<file path="src/rtl/alu_pkg.sv">
// Shared definitions for the ALU: operation encodings and default widths.
package alu_pkg;

  // Default operand/result width.
  localparam int ALU_WIDTH = 32;

  // Number of rs2 bits used as the SLL shift amount; upper bits are ignored.
  localparam int SHAMT_W = 5;

  // ctrl encodings.
  typedef enum logic [2:0] {
    ALU_ADD  = 3'b000,
    ALU_SUB  = 3'b001,
    ALU_AND  = 3'b010,
    ALU_OR   = 3'b011,
    ALU_XOR  = 3'b100,
    ALU_SLT  = 3'b101,
    ALU_SLTU = 3'b110,
    ALU_SLL  = 3'b111
  } alu_op_e;

endpackage

</file>
<file path="src/rtl/alu_core.sv">
// Purely combinational ALU datapath: selects one of eight operations on rs1/rs2.
module alu_core
  import alu_pkg::*;
#(
  parameter int WIDTH = ALU_WIDTH
) (
  input  logic [2:0]       ctrl,
  input  logic [WIDTH-1:0] rs1,
  input  logic [WIDTH-1:0] rs2,
  output logic [WIDTH-1:0] result
);

  alu_op_e          op;
  logic             slt_lt;
  logic             sltu_lt;
  logic [WIDTH-1:0] sll_result;

  assign op      = alu_op_e'(ctrl);
  assign slt_lt  = $signed(rs1) < $signed(rs2);
  assign sltu_lt = rs1 < rs2;

  // Logarithmic left shifter: stage gi shifts by 2**gi when rs2[gi] is set,
  // so only the low SHAMT_W bits of rs2 ever influence the result.
  for (genvar gi = 0; gi < SHAMT_W; gi++) begin : g_shift
    logic [WIDTH-1:0] stage_in;
    logic [WIDTH-1:0] stage_out;
    if (gi == 0) begin : g_first
      assign stage_in = rs1;
    end else begin : g_rest
      assign stage_in = g_shift[gi-1].stage_out;
    end
    assign stage_out = rs2[gi] ? (stage_in << (1 << gi)) : stage_in;
  end

  assign sll_result = g_shift[SHAMT_W-1].stage_out;

  // Operation select; compare results are zero-extended to full width.
  always_comb begin
    result = '0;
    unique case (op)
      ALU_ADD:  result = rs1 + rs2;
      ALU_SUB:  result = rs1 - rs2;
      ALU_AND:  result = rs1 & rs2;
      ALU_OR:   result = rs1 | rs2;
      ALU_XOR:  result = rs1 ^ rs2;
      ALU_SLT:  result = {{(WIDTH-1){1'b0}}, slt_lt};
      ALU_SLTU: result = {{(WIDTH-1){1'b0}}, sltu_lt};
      ALU_SLL:  result = sll_result;
      default:  result = '0;
    endcase
  end

endmodule

</file>
<file path="src/rtl/alu.sv">
// Registered ALU: one-cycle latency, full throughput, result and zero flag
// captured together so z always describes the value currently on rd.
module alu
  import alu_pkg::*;
#(
  parameter int WIDTH = ALU_WIDTH
) (
  input  logic             clk,
  input  logic             rst,
  input  logic             in_valid,
  input  logic [2:0]       ctrl,
  input  logic [WIDTH-1:0] rs1,
  input  logic [WIDTH-1:0] rs2,
  output logic             out_valid,
  output logic [WIDTH-1:0] rd,
  output logic             z
);

  logic [WIDTH-1:0] rd_next;
  logic             z_next;
  logic [WIDTH-1:0] rd_reg;
  logic             z_reg;
  logic             valid_reg;

  alu_core #(
    .WIDTH(WIDTH)
  ) u_core (
    .ctrl  (ctrl),
    .rs1   (rs1),
    .rs2   (rs2),
    .result(rd_next)
  );

  // Zero flag derived from the very value about to be registered into rd.
  assign z_next = (rd_next == '0);

  // Output registers: reset wins over a concurrent operation; idle cycles
  // clear out_valid but leave rd/z holding the last result.
  always_ff @(posedge clk) begin
    if (rst) begin
      rd_reg    <= '0;
      z_reg     <= 1'b1;
      valid_reg <= 1'b0;
    end else begin
      valid_reg <= in_valid;
      if (in_valid) begin
        rd_reg <= rd_next;
        z_reg  <= z_next;
      end
    end
  end

  assign rd        = rd_reg;
  assign z         = z_reg;
  assign out_valid = valid_reg;

endmodule

</file>
<file path="config.mk">
export PLATFORM = sky130hd
export DESIGN_NAME = alu
export DESIGN_NICKNAME = d
export VERILOG_FILES = /design/src/rtl/alu_pkg.sv /design/src/rtl/alu_core.sv /design/src/rtl/alu.sv
export SDC_FILE = /design/constraint.sdc
export NUM_CORES = 1
export LEC_CHECK = 0
export CAP_MARGIN = 20
export CORE_ASPECT_RATIO = 1.5
export CORE_MARGIN = 3
export CORE_UTILIZATION = 35
export CTS_BUF_LIST = sky130_fd_sc_hd__clkbuf_8 sky130_fd_sc_hd__clkbuf_16
export CTS_CLUSTER_DIAMETER = 60
export CTS_CLUSTER_SIZE = 30
export DETAILED_ROUTE_END_ITERATION = 8
export PLACE_DENSITY = 0.68
export RECOVER_POWER = 50
export SYNTH_ARGS = -nofsm -noshare
export SYNTH_HDL_FRONTEND = slang
export SYNTH_SLANG_ARGS = --single-unit
</file>
<file path="constraint.sdc">
create_clock -name clk -period 4.3 [get_ports clk]
set_clock_uncertainty 0.15 [all_clocks]
set_input_delay 0.645 -clock clk [delete_from_list [all_inputs] [get_ports clk]]
set_output_delay 0.645 -clock clk [all_outputs]
set_load 0.005 [all_outputs]
</file>
### Yosys cells after proc, flatten, opt, wreduce, memory -nomap -nowiden

Index checks and enable logic that the tools add are counted.

* register bits: 34
* input port bits: 70
* output and inout port bits: 34
* word-level logic and storage cells: 25

* $add $sub $neg: 2
* order comparisons: 2
* equal/unequal tests: 7
* muxes and demuxes: 6
* bitwise operators: 3
* reductions and logical operators: 2

Operator list (number)
* 32-bit case mux with 8 select lines: 1
* 32-bit two-way mux: 5
* 32-bit less-than comparator: 2
* 32-bit adder: 1
* 32-bit AND: 1
* 32-bit logical NOT: 1
* 32-bit bitwise OR: 1
* 32-bit subtractor: 1
* 32-bit XOR: 1
* 3-bit == test (second input constant): 4
* 3-bit by 2-bit == test with 1-bit output (second input constant): 2
* 3-bit by 1-bit == test with 1-bit output (second input constant): 1
* 3-bit logical NOT: 1

### Depth between registers and ports, before layout

* word-level depth: 7
* mapped depth: 17
* depth with buffers taken out: 14

### Hierarchy

A second synthesis with hierarchy kept.

* cells, all modules: 1124
* area total of the unflattened synthesis: 7980.2 um^2

Modules (own cells, without submodules)
* alu_core: instances 1, cells each 1002, area each 6717.7 um^2, seq. area each 0.0 um^2
* alu: instances 1, cells each 122, area each 1262.5 um^2, seq. area each 680.7 um^2

### Worst setup path before layout

OpenSTA, ideal clock, no wires.

* path type: input to register
* start: input rs2[3]
* end: register z_reg, in the netlist z
* library setup time: 0.059 ns
* arrival: 4.139 ns
* data required time: 4.091 ns
* slack: -0.048 ns
* stages: 16
* path buffers: 4
* cells stage by stage: buf_2 > clkinv_1 > buf_2 > buf_1 > ha_1 > buf_1 > o2111ai_1 > a2111oi_0 > nor3_1 > o31a_1 > o31ai_1 > xor2_1 > a21oi_1 > nand4_1 > nor4_2 > a31o_1

* cells in the longest elaborated chain, start to end: 4
* elaborated cells on any way between the ends: 11
* those cells by class: add/sub: 2; order compare: 2; mux: 3; bitwise: 3; reduce/logical: 1

Ends and longest elaborated chain
* from (decl): RTL line alu.sv:13 `input logic [WIDTH-1:0] rs2,`
* parallel branches: the longest is 2 deep, another holds 32-bit subtractor
* 32-bit case mux with 8 select lines (*): RTL line alu_core.sv:40 `unique case (op)`
* 32-bit logical NOT (*): RTL line alu.sv:35 `assign z_next = (rd_next == '0);`
* to (signal assigned): RTL line alu.sv:48 `z_reg <= z_next;`
* to (decl): RTL line alu.sv:22 `logic z_reg;`

Every way passes the cells marked *.
A chain may end at the register's enable or synchronous reset.

### Worst setup path in the final report

* start: input rs1[1]
* end: register z_reg, in the netlist z

* cells in the longest elaborated chain, start to end: 7
* elaborated cells on any way between the ends: 14
* those cells by class: add/sub: 2; order compare: 2; mux: 6; bitwise: 3; reduce/logical: 1

Ends and longest elaborated chain
* from (decl): RTL line alu.sv:12 `input logic [WIDTH-1:0] rs1,`
* parallel branches: the longest is 5 deep, another holds 32-bit subtractor
* 32-bit case mux with 8 select lines (*): RTL line alu_core.sv:40
* 32-bit logical NOT (*): RTL line alu.sv:35

Marked as above.

==> impl_metrics.toml <==
[placed_design]
place_hpwl_um = 38800
gp_congestion = 1.08
portBuffers = 103
post-place-cells = 1954

[sta]
min_period_ps = 4110
drv_slew = 0
timing.slew.headroom_pct = 37.9
setup_tns_ps = 0
worst_slew_pin_slew_ps = 926
setup_viol = 0
fmax_mhz = 243
final.period_utilization_pct = 95.6
finalHoldViolCount = 0

[drt]
highest_layer = "met5"
met2WireLength_um = 23000
drt_wl_total_um = 46800
wl_met3_um = 2720
drc_errors = 0
viasPerCell = 6.07
wl_met1_um = 16300
num_vias = 12000
drt_iter0_drc = 911
antenna_left = 0
drt-wirelength-per-cell_um = 23.7
firstDrtPassIters = 6

[die]
die_w_um = 136
fp.dieH_um = 201
core_area_sq_mm = 0.0247
io_pins = 104
start_util_pct = 36.0
row_count = 70
die_area_sq_mm = 0.0274

[logic_synthesis]
ys_seq_area_share_pct = 7.64
synthCells = 1246
synth.avg_cell_area_sq_um = 7.15
synth_cell_types = 86
synth_compound_area_share_pct = 33.8
yosysWarnings = 0
synth_top_family_by_area = "compound AO/OA/AOI/OAI gates"
ys_ff_latch = 34
synthMuxAreaShare_pct = 13.0
synthFlopType = "dfxtp_1"
yosys.area_share.adder_pct = 14.1
yosys.area_share.simple_pct = 21.6
synth_area_sq_mm = 0.00890
synth_xor_area_share_pct = 1.08
synthArstFlopShare_pct = 0
synth_fp_nets = 1415
synth_edf_count = 0

[power_and_ir_drop]
powerDensity_mw_per_mm2 = 197
power.leakage_nw = 6.16
ir_worst_vdd_mv = 0.241
finalPower_w = 0.00268

[cells_and_area]
drive_gt1_share_pct = 31.9
num-fill-cells = 2408
multi_input_area_sq_mm = 0.00792
fin_cells = 1971
register_area_sq_um = 681
area_growth_pct = 52.2
final_core_util_pct = 54.9
num-nets-final = 1815
largest_reg_flops = 32
antenna_cells = 0

[cts]
cts.htree.levels = 2
cts_root_buffer = "clkbuf_16"
clock_tree.buffer_depth = 2
cts_made_buffers = 5
clkSinkCount = 34
cts_tree = "built"
clock_latency_ps = 270
clk_pin_slew_ps = 50

[global_route]
track_usage_pct = 33.1
grt_pass1_wl_um = 70200
antenna_found_initial = 1
grt_max_degree = 50
grt_overflow = 0
grt_pass1_vias = 12000

[setup_path]
worstPathArrival_ps = 4120
end_kind = "register"
r2r_slack_ps = 3400
cp_max_fo = 4
worstPathRequired_ps = 4320
critPathLaunchType = "primary input"
crit_type = "primary input to register"

[status]
outcome = "complete, no violations"

[job]
drv_cap = 0

[hold_path]
holdCritPathClass = "register to register"
cells by family (layout without fill, tap and decap cells):
logic type,Yosys count,count (layout)
DFF,34,34
AOI/OAI and AO/OA,431,431
buffers and inverters,196,597
muxes,74,74
xor gates and xnor gates,11,11
adders and majority gates,99,99
and+or+nand+nor,401,401
cell usage after synthesis, drive strengths merged (8+ instances only):
| library cell | instances | area [sq um] |
|---|---|---|
| nand3 | 32 | 160 |
| inv | 100 | 375 |
| a21o | 18 | 135 |
| mux2i | 31 | 323 |
| o221ai | 9 | 78.8 |
| nand2 | 91 | 342 |
| a31oi | 17 | 106 |
| or3 | 8 | 50.1 |
| mux4 | 31 | 702 |
| nor2 | 136 | 510 |
| o21ai | 60 | 300 |
| a221oi | 13 | 114 |
| o211ai | 27 | 203 |
| o31a | 11 | 96.3 |
| a211oi | 46 | 345 |
| nor2b | 16 | 100 |
| xnor2 | 8 | 70.1 |
| buf | 27 | 146 |
| ha | 97 | 1210 |
| nor4 | 22 | 150 |
| clkbuf | 65 | 244 |
| mux2 | 12 | 135 |
| o22ai | 10 | 62.6 |
| dfxtp | 34 | 681 |
| nor3 | 26 | 130 |
| a21oi | 99 | 495 |
| o31ai | 12 | 90.1 |
| a31o | 10 | 87.6 |
| nand2b | 14 | 87.6 |
| and3 | 11 | 68.8 |
| nand4 | 20 | 125 |
| a2111oi | 8 | 83.8 |
| o311ai | 10 | 87.6 |
final timing paths:
kind	startpoint	end	depth (start not counted)
hold / removal	rd[27]$_SDFFE_PP0P_	rd[27]$_SDFFE_PP0P_	2
setup / recovery	rs1[1]	z$_SDFFE_PP1P_	18
hold reg to reg	rd[27]$_SDFFE_PP0P_	rd[27]$_SDFFE_PP0P_	2
setup reg to reg	z$_SDFFE_PP1P_	z$_SDFFE_PP1P_	2
power breakdown:
part	internal (W)	switching, W
registers	0.000343	0.0000127
clock network	0.000333	0.000131
logic	0.000868	0.000989
cells in the final DEF, fill, tap and decap left out, types with 32 or more instances in the layout:
master,Yosys,layout
nand3_1,32,32
nor2_1,136,134
buf_4,0,373
inv_1,99,97
a211oi_1,46,42
a21oi_1,99,90
dlygate4sd3_1,0,32
o21ai_0,55,48
ha_1,97,89
nand2_1,91,90
clkdlybuf4s50_1,0,59
dfxtp_1,34,34
what timing repair did:
action | CTS | global route
resized for setup | 20 | 91
setup endpoints to repair | 4 | 9
pin swaps | 2 | 28
hold endpoints to repair | 0 | 0
hold buffers | 0 | 0
buffers inserted | 0 | 9
through the flow:
stage	cell area [sq um]	setup WS [ps]	hold slack, ps
2_1_floorplan	8900	5.38	312
3_3_place_gp	12800	-488	301
3_5_place_dp	12800	-497	307
4_1_cts	13100	4.10	316
5_1_grt	13500	-38.8	324
6_report	13500	191	308
worst max-delay path, cell delays in order:
cell and delay [ps]:
clkdlybuf4s50_1 510, inv_2 70, buf_4 150, fa_1 480, nor2b_4 190, o2111ai_2 190, buf_4 210, a21oi_2 180
nor2_1 80, a221oi_2 290, buf_4 170, buf_4 100, a21o_1 120, nor2b_1 110, o21ai_0 80, buf_4 160
and3_1 160, a31o_1 210
per-layer routing:
layer,up-vias,GRT usage (%)
li1,5511,-
met1,5666,35.2
met2,573,57.8
met3,219,4.78
met4,2,25.1
met5,-,0
area by class of cell:
class                   instances  share of cell area, %
multi-input cells            1016                   58.4
clock buffers                   5                  0.923
repair buffers                485                   29.2
clock inverters                 3                  0.508
well taps                     324                   2.99
inverters                     104                   2.88
flip-flops and latches         34                   5.02
No activity file was read; power rests on OpenSTA's default activity.
